===== config.mk =====
export PLATFORM = sky130hd
export DESIGN_NAME = decode_issue_flat
export DESIGN_NICKNAME = d
export VERILOG_FILES = /design/src/rtl/decode_pkg.sv /design/src/rtl/decode_issue_if.sv /design/src/rtl/decode_issue_slot_decoder.sv /design/src/rtl/decode_issue.sv /design/src/flat_wrapper.sv
export SDC_FILE = /design/constraint.sdc
export NUM_CORES = 1
export LEC_CHECK = 0
export CORE_UTILIZATION = 40
export CTS_CLUSTER_DIAMETER = 150
export DETAILED_ROUTE_END_ITERATION = 8
export PLACE_DENSITY_LB_ADDON = 0.05
export SYNTH_ARGS = -nofsm -noshare
export SYNTH_HDL_FRONTEND = slang
export SYNTH_SLANG_ARGS = --single-unit

===== constraint.sdc =====
create_clock -name clk -period 2.4 [get_ports clk]
set_clock_uncertainty 0.1 [all_clocks]
set_input_delay 0.36 -clock clk [delete_from_list [all_inputs] [get_ports clk]]
set_output_delay 0.36 -clock clk [all_outputs]
set_load 0.05 [all_outputs]

===== src/rtl/decode_pkg.sv =====
// Shared decode/issue types: instruction classes, field positions,
// decoded slot record and issue state.
package decode_pkg;

    typedef enum logic [2:0] {
        OP_ALUR   = 3'b000,
        OP_ALUI   = 3'b001,
        OP_LOAD   = 3'b010,
        OP_STORE  = 3'b011,
        OP_BRANCH = 3'b100,
        OP_JUMP   = 3'b101,
        OP_RSVD   = 3'b110,
        OP_NOP    = 3'b111
    } op_class_t;

    localparam logic [31:0] NOP_WORD = {3'b111, 29'b0};

    localparam int CLS_LO = 29;
    localparam int RD_LO  = 24;
    localparam int RS_LO  = 19;
    localparam int RT_LO  = 14;

    typedef struct packed {
        logic       valid;
        logic [4:0] rd;
        logic [4:0] rs;
        logic [4:0] rt;
        logic       rd_we;
        logic       rs_rd;
        logic       rt_rd;
        logic       is_load;
        logic       is_branch;
    } dec_slot_t;

    typedef enum logic {
        FULL   = 1'b0,
        SECOND = 1'b1
    } state_t;

    function automatic logic reads_reg(dec_slot_t s, logic [4:0] r);
        return s.valid && ((s.rs_rd && s.rs == r) || (s.rt_rd && s.rt == r));
    endfunction

endpackage


===== src/rtl/decode_issue_if.sv =====
// Fetch-to-decode bundle bus and the decoded issue outputs.
// master = fetch/consumer side, slave = decode_issue.
interface decode_issue_if;
    logic [63:0] bundle_in;
    logic [31:0] pc_in;
    logic        flush;
    logic        decode_stall;
    logic        interlock;
    logic [1:0]  dec_valid;
    logic [63:0] dec_inst;
    logic [31:0] dec_pc;
    logic [9:0]  dec_rd;
    logic [9:0]  dec_rs;
    logic [9:0]  dec_rt;
    logic [1:0]  dec_we;
    logic [1:0]  dec_is_load;
    logic [1:0]  dec_is_branch;

    modport master (
        output bundle_in, pc_in, flush, decode_stall,
        input  interlock, dec_valid, dec_inst, dec_pc,
        input  dec_rd, dec_rs, dec_rt, dec_we, dec_is_load, dec_is_branch
    );

    modport slave (
        input  bundle_in, pc_in, flush, decode_stall,
        output interlock, dec_valid, dec_inst, dec_pc,
        output dec_rd, dec_rs, dec_rt, dec_we, dec_is_load, dec_is_branch
    );
endinterface


===== src/rtl/decode_issue_slot_decoder.sv =====
// Combinational decode of one 32-bit instruction word into a dec_slot_t.
module slot_decoder
    import decode_pkg::*;
(
    input  logic [31:0] word_i,
    output dec_slot_t   slot_o
);
    op_class_t cls;
    logic      wr;
    logic      unused_imm;

    assign cls        = op_class_t'(word_i[CLS_LO +: 3]);
    assign unused_imm = ^word_i[RT_LO-1:0];

    always_comb begin
        slot_o       = '0;
        wr           = 1'b0;
        slot_o.valid = (cls != OP_NOP);
        slot_o.rd    = word_i[RD_LO +: 5];
        slot_o.rs    = word_i[RS_LO +: 5];
        slot_o.rt    = word_i[RT_LO +: 5];
        unique case (cls)
            OP_ALUR:   begin slot_o.rs_rd = 1'b1; slot_o.rt_rd = 1'b1; wr = 1'b1; end
            OP_ALUI:   begin slot_o.rs_rd = 1'b1; wr = 1'b1; end
            OP_LOAD:   begin slot_o.rs_rd = 1'b1; wr = 1'b1; slot_o.is_load = 1'b1; end
            OP_STORE:  begin slot_o.rs_rd = 1'b1; slot_o.rt_rd = 1'b1; end
            OP_BRANCH: begin slot_o.rs_rd = 1'b1; slot_o.rt_rd = 1'b1; slot_o.is_branch = 1'b1; end
            OP_JUMP:   slot_o.is_branch = 1'b1;
            OP_RSVD:   ;
            OP_NOP:    ;
        endcase
        // r0 is hardwired, so a write to it is never a real write
        slot_o.rd_we = wr && (slot_o.rd != 5'd0);
    end
endmodule


===== src/rtl/decode_issue.sv =====
// Dual-slot decode and issue with split/bubble hazard handling.
// Optional DECODE_PERF_EN adds split and load-use bubble counters.
module decode_issue
    import decode_pkg::*;
(
    input  logic           clk,
    input  logic           rstn,
    decode_issue_if.slave  bus
`ifdef DECODE_PERF_EN
    ,
    output logic [31:0]    perf_split_cnt,
    output logic [31:0]    perf_bubble_cnt
`endif
);
    dec_slot_t   s0, s1;
    state_t      state_q, state_d;
    logic        ld_hit, split_hit, hold, interlock;
    logic [1:0]  lanes;
    logic [1:0]  valid_q, valid_d;
    logic [63:0] inst_q, inst_d;
    logic [31:0] pc_q, pc_d;
    logic [9:0]  rd_q, rd_d, rs_q, rs_d, rt_q, rt_d;
    logic [1:0]  we_q, we_d, ld_q, ld_d, br_q, br_d;

    slot_decoder u_slot0 (.word_i(bus.bundle_in[63:32]), .slot_o(s0));
    slot_decoder u_slot1 (.word_i(bus.bundle_in[31:0]),  .slot_o(s1));

    // load results still in the output registers cannot be forwarded yet
    always_comb begin
        ld_hit = 1'b0;
        for (int l = 0; l < 2; l++) begin
            if (ld_q[l] && we_q[l]) begin
                if (state_q == FULL && reads_reg(s0, rd_q[l*5 +: 5])) ld_hit = 1'b1;
                if (reads_reg(s1, rd_q[l*5 +: 5])) ld_hit = 1'b1;
            end
        end
    end

    assign split_hit = (state_q == FULL) && s0.rd_we &&
                       (reads_reg(s1, s0.rd) || (s1.rd_we && s1.rd == s0.rd));

    always_comb begin
        state_d   = state_q;
        hold      = 1'b0;
        lanes     = 2'b00;
        interlock = 1'b0;
        if (bus.flush) begin
            state_d = FULL;
        end else if (bus.decode_stall) begin
            hold      = 1'b1;
            interlock = 1'b1;
        end else if (ld_hit) begin
            interlock = 1'b1;
        end else if (state_q == SECOND) begin
            lanes   = 2'b01;
            state_d = FULL;
        end else if (split_hit) begin
            lanes     = 2'b10;
            interlock = 1'b1;
            state_d   = SECOND;
        end else begin
            lanes = 2'b11;
        end
    end

    always_comb begin
        valid_d = lanes & {s0.valid, s1.valid};
        inst_d  = {valid_d[1] ? bus.bundle_in[63:32] : NOP_WORD,
                   valid_d[0] ? bus.bundle_in[31:0]  : NOP_WORD};
        pc_d    = bus.flush ? 32'd0 : bus.pc_in;
        rd_d    = {valid_d[1] ? s0.rd : 5'd0, valid_d[0] ? s1.rd : 5'd0};
        rs_d    = {valid_d[1] ? s0.rs : 5'd0, valid_d[0] ? s1.rs : 5'd0};
        rt_d    = {valid_d[1] ? s0.rt : 5'd0, valid_d[0] ? s1.rt : 5'd0};
        we_d    = valid_d & {s0.rd_we, s1.rd_we};
        ld_d    = valid_d & {s0.is_load, s1.is_load};
        br_d    = valid_d & {s0.is_branch, s1.is_branch};
    end

    always_ff @(posedge clk) begin
        if (!rstn) begin
            state_q <= FULL;
            valid_q <= '0;
            inst_q  <= {NOP_WORD, NOP_WORD};
            pc_q    <= '0;
            rd_q    <= '0;
            rs_q    <= '0;
            rt_q    <= '0;
            we_q    <= '0;
            ld_q    <= '0;
            br_q    <= '0;
        end else begin
            state_q <= state_d;
            if (!hold) begin
                valid_q <= valid_d;
                inst_q  <= inst_d;
                pc_q    <= pc_d;
                rd_q    <= rd_d;
                rs_q    <= rs_d;
                rt_q    <= rt_d;
                we_q    <= we_d;
                ld_q    <= ld_d;
                br_q    <= br_d;
            end
        end
    end

    assign bus.interlock     = interlock;
    assign bus.dec_valid     = valid_q;
    assign bus.dec_inst      = inst_q;
    assign bus.dec_pc        = pc_q;
    assign bus.dec_rd        = rd_q;
    assign bus.dec_rs        = rs_q;
    assign bus.dec_rt        = rt_q;
    assign bus.dec_we        = we_q;
    assign bus.dec_is_load   = ld_q;
    assign bus.dec_is_branch = br_q;

`ifdef DECODE_PERF_EN
    logic [31:0] split_cnt_q, bubble_cnt_q;

    always_ff @(posedge clk) begin
        if (!rstn) begin
            split_cnt_q  <= '0;
            bubble_cnt_q <= '0;
        end else begin
            if (state_q == FULL && state_d == SECOND)
                split_cnt_q <= split_cnt_q + 32'd1;
            if (ld_hit && !bus.flush && !bus.decode_stall)
                bubble_cnt_q <= bubble_cnt_q + 32'd1;
        end
    end

    assign perf_split_cnt  = split_cnt_q;
    assign perf_bubble_cnt = bubble_cnt_q;
`endif
endmodule

===== src/flat_wrapper.sv =====
// flat-port wrapper written by rule: the top's interface ports become plain ports
module decode_issue_flat import decode_pkg::*;
  (clk, rstn, bus_bundle_in, bus_pc_in, bus_flush, bus_decode_stall, bus_interlock, bus_dec_valid, bus_dec_inst, bus_dec_pc, bus_dec_rd, bus_dec_rs, bus_dec_rt, bus_dec_we, bus_dec_is_load, bus_dec_is_branch);
  decode_issue_if bus_i ();
  input  logic clk;
  input  logic rstn;
  input wire logic [$bits(bus_i.bundle_in)-1:0] bus_bundle_in;
  input wire logic [$bits(bus_i.pc_in)-1:0] bus_pc_in;
  input wire logic [$bits(bus_i.flush)-1:0] bus_flush;
  input wire logic [$bits(bus_i.decode_stall)-1:0] bus_decode_stall;
  output wire logic [$bits(bus_i.interlock)-1:0] bus_interlock;
  output wire logic [$bits(bus_i.dec_valid)-1:0] bus_dec_valid;
  output wire logic [$bits(bus_i.dec_inst)-1:0] bus_dec_inst;
  output wire logic [$bits(bus_i.dec_pc)-1:0] bus_dec_pc;
  output wire logic [$bits(bus_i.dec_rd)-1:0] bus_dec_rd;
  output wire logic [$bits(bus_i.dec_rs)-1:0] bus_dec_rs;
  output wire logic [$bits(bus_i.dec_rt)-1:0] bus_dec_rt;
  output wire logic [$bits(bus_i.dec_we)-1:0] bus_dec_we;
  output wire logic [$bits(bus_i.dec_is_load)-1:0] bus_dec_is_load;
  output wire logic [$bits(bus_i.dec_is_branch)-1:0] bus_dec_is_branch;
  assign bus_i.bundle_in = bus_bundle_in;
  assign bus_i.pc_in = bus_pc_in;
  assign bus_i.flush = bus_flush;
  assign bus_i.decode_stall = bus_decode_stall;
  assign bus_interlock = bus_i.interlock;
  assign bus_dec_valid = bus_i.dec_valid;
  assign bus_dec_inst = bus_i.dec_inst;
  assign bus_dec_pc = bus_i.dec_pc;
  assign bus_dec_rd = bus_i.dec_rd;
  assign bus_dec_rs = bus_i.dec_rs;
  assign bus_dec_rt = bus_i.dec_rt;
  assign bus_dec_we = bus_i.dec_we;
  assign bus_dec_is_load = bus_i.dec_is_load;
  assign bus_dec_is_branch = bus_i.dec_is_branch;
  decode_issue u_core (.clk(clk), .rstn(rstn), .bus(bus_i));
endmodule

==> impl_results.rst, run 1 <==
.. list-table::
   :header-rows: 1

   * - Metric
     - Value
   * - Count of fill cells added during filler insertion
     - 873
   * - Worst reg2reg setup slack
     - 80 ps
   * - CTS sink cnt
     - 105
   * - CTS clk-pin slew, worst paths
     - 60 ps
   * - Max_slew headroom
     - 63.1%
   * - Time the worst path needs with I/O delays and setup
     - 2420 ps
   * - Part of the power in registers
     - 43.3%
   * - Failing checks
     - setup timing
   * - Status
     - finished with violations
   * - Die area
     - 11800 um2
   * - Critical register-to-register path endpoint
     - u_core.bus.dec_inst[9]$_SDFFE_PN0N_
   * - Number of nets in the final layout
     - 775
   * - Number of detailed-route iterations in the first pass
     - 4
   * - Number of clock buffers inserted by TritonCTS
     - 9
   * - Total power after layout
     - 4220 uW
   * - Largest fanout on the critical path
     - 3
   * - Synthesized area
     - 4550 um2
   * - Grt total ovfl
     - 0
   * - EDFF count, synth
     - 0
   * - Remaining number of nets flagged by the antenna check after routing
     - 0
   * - Worst reg2reg path startpoint
     - u_core.bus.dec_rd[5]$_SDFFE_PN0N_
   * - Die height
     - 109 um
   * - Horizontal die dimension
     - 109 um
   * - Sw Share
     - 26.6%
   * - Number of inserted diodes
     - 0
   * - Fraction of synthesis flops using an asynchronous set or reset pin
     - 0%
   * - Last element of the critical path
     - bus_interlock
   * - Fraction of final layout cells with drive strength greater than 1
     - 17.1%
   * - Multi-input gate area in the final layout
     - roughly 2100 um2
   * - Multiplexer area fraction after synthesis
     - 7.04%
   * - Maximum buffer depth of the clock tree
     - 2
   * - Area share of and/or/nand/nor cells after synthesis
     - 9.68%
   * - Adder-cell area share of the yosys netlist
     - 0%
   * - Fraction of the mapped netlist area in compound gates
     - between 15 and 20%
   * - Final clock period utilization by the worst path
     - 101%
   * - RSZ-0062 raised after global routing
     - true
   * - Final count of pins violating max slew
     - 0
   * - Chain of cells forming the critical path
     - clkdlybuf4s15_2, and3b_1, o211ai_1, o22ai_2, a221o_2, nor3_4, buf_6, nor2_4, buf_8
   * - CTS Hold Bufs
     - 0
   * - Core footprint
     - roughly 11000 um2
   * - Final Non-Filler Cells
     - 820
   * - Via Count
     - approximately 4100
   * - Final-report setup violation count
     - 1
   * - Register-to-Register Path Depth
     - 9
   * - Last weighted congestion value of the routability-driven placer
     - slightly below 1
   * - Share of the synthesized netlist area taken by xor and xnor gates
     - around a tenth
   * - Number of global-route vias before repair
     - roughly 4100
   * - Min-Delay Path Class
     - in2reg
   * - Largest family of logic cells by synthesized area
     - compound AO/OA/AOI/OAI gates
   * - Critical path data required time
     - between 1500 and 2000 ps
   * - Critical path data arrival time
     - 1960 ps
   * - Per-instance average area after synthesis
     - 10.3 um2
   * - Drt initial violations
     - 239
   * - Crit path kind
     - in2out
   * - Estimated wirelength of the detail-placed design
     - 10000 um
   * - Worst hold margin
     - 232 ps
   * - Worst setup EP type
     - output pin
   * - Detailed Route WL
     - 13300 um
   * - Synthesis warning total
     - 0
   * - Least-Margin Pin Slew
     - 552 ps
   * - Distinct cell type count of the synthesized netlist
     - between 40 and 50
   * - Share of the yosys chip area belonging to registers
     - 46.2%
   * - Number of nets produced by synthesis
     - 542
   * - I/O pin cnt
     - 235
   * - Initial antenna violation count
     - 0
   * - CTS root buf
     - clkbuf_16
   * - Proportion of power drawn by combinational gates
     - 20.1%
   * - Wire length of the first global-routing pass
     - 20400 um
   * - Leakage power
     - 0.00295 uW
   * - Ys flop type
     - dfxtp_1
   * - Starting density of the core
     - approximately two fifths
   * - Total net switching power
     - 1120 uW
   * - Worst vdd ir
     - roughly 0.45 mV
   * - Max cap viols
     - 0
   * - Internal power of the cells
     - between 3000 and 4000 uW
   * - Total routing resource utilization after global routing
     - around 22%
   * - Number of placed instances with taps included
     - 800
   * - Slowest cell on the critical path
     - a221o_2
   * - Clock network power share
     - 36.6%
   * - Synthesis-stage register bit count
     - 105
   * - Relative area change from synthesis to final layout
     - 64.1%
   * - Drc violations
     - 0
   * - Average detailed-routed wire length per instance
     - around 16 um
   * - Largest net degree at the start of global routing
     - 67
   * - First element of the critical path
     - bus_bundle_in[63]
   * - Number of port buffers
     - 234
   * - CTS tree
     - yes
   * - Row Count
     - 38
   * - Cell count after synthesis
     - 442
   * - Max Freq
     - just over 400 MHz
   * - Skew-Pair Late Insertion Delay
     - 340 ps
   * - Power density cells
     - 565 nW/um2
   * - Core utilization of the finished layout
     - 68.0%
   * - Count of final hold-check violations
     - 0
   * - Worst setup margin
     - -16.5 ps
   * - Register area
     - 2130 um2
   * - Deepest level of the CTS H-tree
     - 3
   * - CP startpoint kind
     - primary input
   * - Delay contributed by the slowest stage of the critical path
     - 390 ps
   * - Average vias per placed instance
     - 5.04
[logic make-up after synthesis]
logic type	Yosys count
xor+xnor	55
compound gates	93
flops	105
simple gates	88
buf+inv	69
mux	32
[power by group through the flow]
| stage | combinational, uW | sequential [uW] | clock (uW) |
|---|---|---|---|
| after floorplan | 298 | 2030 | 0 |
| after global placement | 836 | 1870 | 0 |
| after detailed placement | 849 | 1870 | 0 |
| after CTS | 845 | 1830 | 1590 |
| after global routing | 895 | 1830 | 1660 |
| final | 849 | 1830 | 1550 |
[per-layer routing]
metal | up-vias | part of all wire [%] | global-route usage, %
met3 | 9 | 7.0 | 5.86
met4 | 0 | 0.90 | 5.50
met1 | 1977 | 42 | 26.4
met5 | - | 0 | 0
met2 | 150 | 50 | 39.5
li1 | 1998 | - | -
[critical path, delay by kind of cell]
family / cells / cell delay, ps
AOI/OAI and AO/OA: 3 / 770
buffers and inverters: 3 / 450
and+or+nand+nor: 3 / 370
[placed cells by master (no fill, tap or decap), types with 3 or more instances in the layout]
cell type	netlist	final
inv_1	3	3
nand3_1	7	7
nor2_1	44	42
clkdlybuf4s50_1	0	196
xnor2_1	50	47
o21ai_1	2	4
buf_4	30	50
buf_12	0	3
mux2i_1	32	32
nand4_1	5	5
buf_2	10	3
o211ai_1	5	5
a22o_1	62	62
dfxtp_2	0	5
clkdlybuf4s15_2	0	4
dfxtp_1	105	95
nand2_1	11	11
xnor2_2	0	3
dfxtp_4	0	5
clkbuf_2	0	7
xor2_1	5	5
o22ai_2	0	3
clkbuf_16	0	9
o32a_1	3	3
dlygate4sd2_1	0	21
[area by class of cell]
| type | count | share of cell area, % |
|---|---|---|
| clock buffer | 10 | 3.07 |
| clock inverter | 6 | 1.17 |
| inverter | 3 | 0.151 |
| multi-input combinational | 268 | 28.3 |
| sequential | 105 | 28.5 |
| tap | 140 | 2.35 |
| timing repair buffer | 288 | 36.5 |
[stage by stage]
step / area, um2 / setup WS [ps] / TNS [ps]
2_1_floorplan: 4570 / 83.6 / 0
3_3_place_gp: 7080 / -450 / -23080
3_5_place_dp: 7080 / -458 / -26000
4_1_cts: 7450 / -8.06 / -8.06
5_1_grt: 7470 / -70.4 / -70.4
6_report: 7470 / -16.5 / -16.5
[registers in the layout, indices dropped and copies added, names as in the netlist]
signal / cells
u_core.bus.dec_inst: 37
u_core.bus.dec_pc: 32
u_core.bus.dec_rd: 9
u_core.bus.dec_rs: 9
u_core.bus.dec_rt: 9
u_core.bus.dec_is_branch: 2
u_core.bus.dec_is_load: 2
u_core.bus.dec_valid: 2
u_core.bus.dec_we: 2
u_core.state_q: 1
[what timing repair did]
action | in CTS | in global routing
gates resized for setup | 66 | 26
setup buffers | 4 | 0
setup endpoints to repair | 62 | 1
pin swaps | 13 | 6
endpoints found under the hold margin | 0 | 0
[worst min path at each step]
stage	cells after the start	to	startpoint	slack, ps
floorplan	1	u_core.bus.dec_rd[0]$_SDFFE_PN0N_	bus_bundle_in[24]	390
global placement	1	u_core.bus.dec_valid[1]$_SDFFE_PN0N_	u_core.bus.dec_valid[1]$_SDFFE_PN0N_	330
detailed placement	1	u_core.bus.dec_valid[1]$_SDFFE_PN0N_	u_core.bus.dec_valid[1]$_SDFFE_PN0N_	340
CTS	2	u_core.bus.dec_rd[0]$_SDFFE_PN0N_	bus_bundle_in[24]	340
global route	2	u_core.bus.dec_rt[2]$_SDFFE_PN0N_	bus_bundle_in[16]	230
finish	2	u_core.bus.dec_rt[2]$_SDFFE_PN0N_	bus_bundle_in[16]	230
[synth_stat cells (2+ instances only)]
| cell type | number | area share (%) |
|---|---|---|
| a21o_1 | 2 | 0.33 |
| a21oi_1 | 3 | 0.33 |
| a22o_1 | 62 | 12 |
| a32o_1 | 2 | 0.44 |
| and2_1 | 2 | 0.27 |
| and3b_1 | 2 | 0.39 |
| buf_2 | 10 | 1.1 |
| buf_4 | 30 | 4.9 |
| buf_6 | 6 | 1.5 |
| clkbuf_1 | 19 | 1.6 |
| dfxtp_1 | 105 | 46 |
| inv_1 | 3 | 0.25 |
| mux2i_1 | 32 | 7.0 |
| nand2_1 | 11 | 0.91 |
| nand2b_1 | 2 | 0.27 |
| nand3_1 | 7 | 0.77 |
| nand4_1 | 5 | 0.69 |
| nor2_1 | 44 | 3.6 |
| nor3_1 | 4 | 0.44 |
| nor4_1 | 4 | 0.55 |
| o211ai_1 | 5 | 0.82 |
| o21ai_0 | 3 | 0.33 |
| o21ai_1 | 2 | 0.22 |
| o22ai_1 | 4 | 0.55 |
| o32a_1 | 3 | 0.66 |
| xnor2_1 | 50 | 9.6 |
| xor2_1 | 5 | 0.96 |
Note: power is estimated with default switching activity, not from simulation.
==> run 2, diff against run 1 <==
- SETUP_SLACK_MARGIN: default -> 0.1
- clock period: 2.4 -> 2.3 ns (I/O delays scaled with it)
==> run 2 against run 1 <==
- wire length is 9.9% higher
- worst setup slack gained 17 ps
- the flow now finishes without violations
- worst hold slack got worse by 27 ps
- flip-flop and latch count is the same
- clock-buffer cell count increased by 2
- critical path type is now reg2out
- final cell count up 3.7%
==> impl_results.rst, run 2 (synthesis results as in run 1) <==
.. list-table::
   :header-rows: 1

   * - Metric
     - Value
   * - Average detailed-routed wire length per instance
     - 17.2 um (+6.0%)
   * - Largest fanout on the critical path
     - 5 (+2)
   * - Critical path data arrival time
     - 1850 ps (-110 ps)
   * - Worst hold margin
     - 205 ps (-27.2 ps)
   * - Final clock period utilization by the worst path
     - 100%
   * - Count of final hold-check violations
     - 0 (unchanged)
   * - Max_slew headroom
     - 64.1% (+1.0 points)
   * - Crit path kind
     - reg2out
   * - Last element of the critical path
     - bus_interlock
   * - Number of port buffers
     - 234 (unchanged)
   * - Number of detailed-route iterations in the first pass
     - 4 (unchanged)
   * - Final Non-Filler Cells
     - 850 (+3.7%)
   * - CTS clk-pin slew, worst paths
     - 70 ps (about the same)
   * - Slowest cell on the critical path
     - a221o_2
   * - Skew-Pair Late Insertion Delay
     - 340 ps (about the same)
   * - Remaining number of nets flagged by the antenna check after routing
     - 0 (unchanged)
   * - Number of buffers and inverters on the critical path
     - 1 (-2)
   * - Count of cell instances traversed by the critical path
     - 7 (-2)
   * - Die area
     - 11800 um2 (unchanged)
   * - Fraction of final layout cells with drive strength greater than 1
     - 21.3% (+4.2 points)
   * - Max Freq
     - 435 MHz
   * - Via Count
     - 4327 (+4.7%)
   * - Critical register-to-register path endpoint
     - u_core.bus.dec_rs[0]$_SDFFE_PN0N_
   * - Critical path data required time
     - 1860 ps (-80 ps)
   * - Starting density of the core
     - 41.4% (unchanged)
   * - Min-Delay Path Class
     - in2reg
   * - Largest register FFs
     - 37 (unchanged)
   * - Worst setup EP type
     - output pin
   * - Number of nets in the final layout
     - 805 (+3.9%)
   * - Row Count
     - 38 (unchanged)
   * - Chain of cells forming the critical path
     - xnor2_1, o211ai_1, o22ai_2, a221o_2, nor3_4, nor2_4, buf_8
   * - CP delay by family, top
     - compound AO/OA/AOI/OAI gates
   * - Number of placed instances with taps included
     - 810 (+1.3%)
   * - Final count of pins violating max slew
     - 0 (unchanged)
   * - Average vias per placed instance
     - 5.09 (+0.97%)
   * - Worst reg2reg path startpoint
     - u_core.bus.dec_rd[5]$_SDFFE_PN0N_
   * - Last weighted congestion value of the routability-driven placer
     - 0.875 (-10%)
   * - Drc violations
     - 0 (unchanged)
   * - Worst reg2reg setup slack
     - 0.4 ps (-80 ps)
   * - Relative area change from synthesis to final layout
     - 72.7%
   * - Worst vdd ir
     - 0.390 mV (-13%)
   * - Wire length of the first global-routing pass
     - 21900 um (+7.3%)
   * - Most common library cell in the layout ignoring fill and taps
     - clkdlybuf4s50_1
   * - Die height
     - 109 um (unchanged)
   * - Most frequent cells in the layout
     - clkdlybuf4s50_1, dfxtp_1, buf_4, a22o_1, xnor2_1
   * - I/O pin cnt
     - 235 (unchanged)
   * - Detailed Route WL
     - 14600 um (+9.9%)
   * - Startpoint of the worst hold path
     - bus_bundle_in[24]
   * - Maximum buffer depth of the clock tree
     - 2 (unchanged)
   * - Power density cells
     - 557 nW/um2 (-1.5%)
   * - Final-report setup violation count
     - 0 (-1)
   * - RSZ-0062 raised after global routing
     - true
   * - Horizontal die dimension
     - 109 um (unchanged)
   * - CTS sink cnt
     - 105 (unchanged)
   * - CTS tree
     - yes
   * - Number of clock buffers inserted by TritonCTS
     - 9 (unchanged)
   * - Drt initial violations
     - 179 (-25%)
   * - Deepest level of the CTS H-tree
     - 3 (unchanged)
   * - Time the worst path needs with I/O delays and setup
     - 2300 ps
   * - Number of global-route vias before repair
     - 4311 (+5.4%)
   * - Largest net degree at the start of global routing
     - 35 (-48%)
   * - Estimated wirelength of the detail-placed design
     - 10300 um (+3.5%)
   * - First element of the critical path
     - u_core.bus.dec_rd[5]$_SDFFE_PN0N_
   * - Max cap viols
     - 0 (unchanged)
   * - Total routing resource utilization after global routing
     - 24.2% (+2.0 points)
   * - Leakage power
     - 0.00316 uW (+7.1%)
   * - Register-to-Register Path Depth
     - 9 (unchanged)
   * - Least-Margin Pin Slew
     - 536 ps (-15.6 ps)
   * - Grt total ovfl
     - 0 (unchanged)
   * - Status
     - finished, final reports clean
   * - Delay contributed by the slowest stage of the critical path
     - 410 ps (+20 ps)
   * - Core footprint
     - 11000 um2 (unchanged)
   * - Initial antenna violation count
     - 3 (+3)
   * - CP startpoint kind
     - flip-flop
   * - Total power after layout
     - 4380 uW (+3.7%)
   * - Core utilization of the finished layout
     - 71.5% (+3.6 points)
   * - CTS root buf
     - clkbuf_16
-- run 2: area by class of cell --
class / count / area [um2]
Fill cell: 844 / 3130
Timing Repair Buffer: 318 / 3050
Multi-Input combinational cell: 268 / 2180
Sequential cell: 105 / 2140
Clock buffer: 12 / 279
Tap cell: 140 / 175
Clock inverter: 3 / 18.8
Inverter: 3 / 11.3
Antenna cell: 1 / 2.50
-- run 2: worst min path at each step --
stage / to / slack (ps) / cells after the start
final: u_core.bus.dec_rd[0]$_SDFFE_PN0N_ / 200 / 2
after global placement: u_core.bus.dec_valid[0]$_SDFFE_PN0N_ / 340 / 1
after floorplan: u_core.bus.dec_rd[0]$_SDFFE_PN0N_ / 370 / 1
after global routing: u_core.bus.dec_rd[0]$_SDFFE_PN0N_ / 220 / 2
after detailed placement: u_core.bus.dec_valid[0]$_SDFFE_PN0N_ / 340 / 1
after CTS: u_core.bus.dec_inst[61]$_SDFFE_PN1N_ / 310 / 2
-- run 2: report_power, final --
part | switching, uW | total [uW] | internal [uW] | leakage, uW
Combinational | 498 | 946 | 448 | 0.00215
Sequential | 40.1 | 1900 | 1860 | 0.000861
Clock | 668 | 1530 | 862 | 0.000149
-- run 2: layer usage --
| metal | vias up | global-route usage, % | part of all wire, % |
|---|---|---|---|
| met2 | 167 | 43.5 | 50 |
| met4 | 4 | 8.30 | 1.9 |
| li1 | 2064 | - | - |
| met1 | 2063 | 25.9 | 39 |
| met3 | 29 | 9.03 | 8.3 |
| met5 | - | 0 | 0.16 |
-- run 2: stage by stage --
step / setup WS, ps / TNS, ps / area, um2
3_3_place_gp: -506 / -31630 / 7200
4_1_cts: -17.1 / -97.0 / 7700
5_1_grt: -70.8 / -572 / 7860
3_5_place_dp: -525 / -35220 / 7200
6_report: 0.359 / 0 / 7860
2_1_floorplan: 136 / 0 / 4590
-- run 2: worst register-to-register path, cell delays in order, from the launching register on --
cell and delay (ps):
dfxtp_4 370, xnor2_1 130, o211ai_1 120, o22ai_2 110, a221o_2 410, buf_6 150, nor4_4 280, buf_4 190
bufbuf_16 260, a22o_1 120
-- run 2: repair_timing --
| action | 4_1_cts | 5_1_grt |
|---|---|---|
| pin swaps | 15 | 26 |
| gates cloned | 2 | 3 |
| gates resized for setup | 70 | 39 |
| endpoints found under the setup margin | 74 | 68 |
| hold buffers | 0 | 0 |
| hold endpoints to repair | 0 | 0 |
| buffers inserted | 11 | 9 |
==> run 3, diff against run 2 <==
- CORE_MARGIN: default -> 2
==> run 3 against run 2 <==
- the run now ends with setup timing left
- flip-flop and latch count unchanged
- core utilization down 0.21 points
- wire length down 1.3%
- critical endpoint unchanged
- highest routed layer is now met4
==> impl_results.rst, run 3 (synthesis results as in run 1) <==
.. list-table::
   :header-rows: 1

   * - Metric
     - Value
   * - Worst setup EP type
     - output pin
   * - Grt total ovfl
     - 0 (unchanged)
   * - Time the worst path needs with I/O delays and setup
     - 2370 ps (+65.6 ps)
   * - Final clock period utilization by the worst path
     - 103% (+2.9 points)
   * - Crit path kind
     - in2out
   * - Worst reg2reg path startpoint
     - u_core.bus.dec_rd[8]$_SDFFE_PN0N_
   * - Number of nets in the final layout
     - 797 (-0.99%)
   * - Drt initial violations
     - 173 (-3.4%)
   * - CP startpoint kind
     - primary input
   * - Skew-Pair Late Insertion Delay
     - 340 ps (about the same)
   * - Leakage power
     - 0.00311 uW (-1.6%)
   * - Final count of pins violating max slew
     - 0 (unchanged)
   * - Max Freq
     - 423 MHz (-2.8%)
   * - Instance count along the most critical hold path
     - 2 (unchanged)
   * - CTS tree
     - yes
   * - Register-to-Register Path Depth
     - 9 (unchanged)
   * - Most common library cell in the layout ignoring fill and taps
     - clkdlybuf4s50_1
   * - Largest net degree at the start of global routing
     - 39 (+11%)
   * - Worst hold margin
     - 176 ps (-28.3 ps)
   * - Critical path data required time
     - 1860 ps (about the same)
   * - End point of the most critical hold path
     - u_core.bus.dec_is_branch[1]$_SDFFE_PN0N_
   * - Fraction of final layout cells with drive strength greater than 1
     - 18.8% (-2.5 points)
   * - Number of detailed-route iterations in the first pass
     - 4 (unchanged)
   * - Remaining number of nets flagged by the antenna check after routing
     - 0 (unchanged)
   * - CTS sink cnt
     - 105 (unchanged)
   * - Number of global-route vias before repair
     - 4467 (+3.6%)
   * - Worst vdd ir
     - 0.477 mV (+23%)
   * - Startpoint of the worst hold path
     - bus_bundle_in[63]
   * - Status
     - finished with violations
   * - Number of port buffers
     - 234 (unchanged)
   * - Core utilization of the finished layout
     - 71.3% (-0.21 points)
   * - Minimum setup slack after placement
     - -544 ps (-18.7 ps)
   * - Number of clock buffers inserted by TritonCTS
     - 9 (unchanged)
   * - Average detailed-routed wire length per instance
     - 17.1 um (-0.52%)
   * - Core footprint
     - 11000 um2 (unchanged)
   * - Horizontal die dimension
     - 111 um (+1.8%)
   * - Average vias per placed instance
     - 5.04 (-1.1%)
   * - Row Count
     - 38 (unchanged)
   * - Deepest level of the CTS H-tree
     - 3 (unchanged)
   * - Initial antenna violation count
     - 1 (-2)
   * - Critical register-to-register path endpoint
     - u_core.bus.dec_inst[39]$_SDFFE_PN0N_
   * - Total power after layout
     - 4320 uW (-1.2%)
   * - Count of final hold-check violations
     - 0 (unchanged)
   * - Largest register FFs
     - 37 (unchanged)
   * - Starting density of the core
     - 41.4% (unchanged)
   * - Die area
     - 12200 um2 (+3.7%)
   * - Failing checks
     - setup timing
   * - Largest fanout on the critical path
     - 4 (-1)
   * - Wire length of the first global-routing pass
     - 23200 um (+6.0%)
   * - Total routing resource utilization after global routing
     - 23.2% (-1.0 points)
   * - Delay contributed by the slowest stage of the critical path
     - 440 ps (+30 ps)
   * - Detailed Route WL
     - 14400 um (-1.3%)
   * - I/O pin cnt
     - 235 (unchanged)
   * - Final-report setup violation count
     - 20 (+20)
   * - Relative area change from synthesis to final layout
     - 72.2%
   * - Worst reg2reg setup slack
     - -20 ps (-20 ps)
   * - CP delay by family, top
     - compound AO/OA/AOI/OAI gates
   * - Min-Delay Path Class
     - in2reg
   * - Max_slew headroom
     - 62.3% (-1.9 points)
   * - RSZ-0062 raised after global routing
     - true
   * - Post-route standard cell area excluding fillers
     - 7840 um2 (-0.29%)
   * - Number of buffers and inverters on the critical path
     - 2 (+1)
   * - Max cap viols
     - 0 (unchanged)
   * - CTS root buf
     - clkbuf_16
   * - Power density cells
     - 552 nW/um2 (-0.93%)
   * - Chain of cells forming the critical path
     - clkdlybuf4s15_2, and3b_2, o211ai_2, o22ai_2, a221o_2, nor3_4, nor2_4, buf_8
   * - Least-Margin Pin Slew
     - 564 ps (+27.7 ps)
   * - Most frequent cells in the layout
     - clkdlybuf4s50_1, dfxtp_1, a22o_1, buf_4, xnor2_1
   * - Die height
     - 111 um (+1.8%)
   * - Critical path data arrival time
     - 1920 ps (+70 ps)
   * - Estimated wirelength of the detail-placed design
     - 10600 um (+2.9%)
   * - Worst setup margin
     - -65.2 ps (-65.6 ps)
   * - Drc violations
     - 0 (unchanged)
   * - CTS clk-pin slew, worst paths
     - 60 ps (about the same)
   * - Via Count
     - 4246 (-1.9%)
   * - Placed cell area
     - 7180 um2 (-0.21%)
   * - Slowest cell on the critical path
     - a221o_2
   * - Maximum buffer depth of the clock tree
     - 2 (unchanged)
   * - Last weighted congestion value of the routability-driven placer
     - 0.894 (+2.2%)
==> run 3: changes by cell type in the layout (fill, tap and decap cells not counted), moves of 3 or more <==
cell	change
buf_2	-4
buf_4	-5
buf_6	-5
clkbuf_16	-4
clkbuf_2	-5
clkinv_4	+3
dlygate4sd2_1	+7
xnor2_1	+5
xnor2_2	-5
==> run 3: layout make-up <==
| cell class | instances | area (um2) |
|---|---|---|
| fillers | 869 | 3150 |
| clock inverters | 6 | 51.3 |
| inverters | 3 | 11.3 |
| multi-input cells | 268 | 2140 |
| repair buffers | 310 | 3080 |
| flip-flops and latches | 105 | 2140 |
| clock buffers | 10 | 239 |
| diodes | 1 | 2.50 |
| well taps | 140 | 175 |
==> run 3: worst max-delay path by stage <==
stage | startpoint | to | slack, ps | depth (start not counted)
after global routing | u_core.bus.dec_rd[6]$_SDFFE_PN0N_ | u_core.bus.dec_rd[8]$_SDFFE_PN0N_ | -100 | 9
after global placement | bus_bundle_in[63] | u_core.bus.dec_is_branch[1]$_SDFFE_PN0N_ | -540 | 9
after CTS | u_core.bus.dec_rd[6]$_SDFFE_PN0N_ | bus_interlock | -50 | 7
after floorplan | u_core.bus.dec_rd[2]$_SDFFE_PN0N_ | bus_interlock | 140 | 7
after detailed placement | bus_bundle_in[63] | bus_interlock | -540 | 8
final | bus_bundle_in[29] | bus_interlock | -70 | 8
==> run 3: routing by layer <==
metal | routed length [um] | vias up | track usage, %
li1 | - | 2051 | -
met1 | 5630 | 2015 | 25.5
met2 | 7250 | 164 | 41.8
met3 | 1290 | 16 | 8.75
met4 | 260 | 0 | 6.42
met5 | 0 | - | 0
==> run 3: what timing repair did <==
| item | 4_1_cts | 5_1_grt |
|---|---|---|
| hold buffers | 0 | 0 |
| pin swaps | 15 | 8 |
| gates resized for setup | 69 | 15 |
| cloned | 5 | 0 |
| setup buffers | 10 | 3 |
| endpoints found under the setup margin | 73 | 68 |
==> run 3: per-stage QoR <==
step / TNS, ps / cells
2_1_floorplan: 0 / 442
3_3_place_gp: -32720 / 808
3_5_place_dp: -35240 / 808
4_1_cts: -855 / 839
5_1_grt: -2500 / 843
6_report: -555 / 843
==> run 3: where the power goes <==
part | switching, uW | internal, uW | total (uW) | leakage, uW
Combinational | 490 | 450 | 940 | 0.00210
Sequential | 40.6 | 1860 | 1900 | 0.000861
Clock | 704 | 780 | 1480 | 0.000145
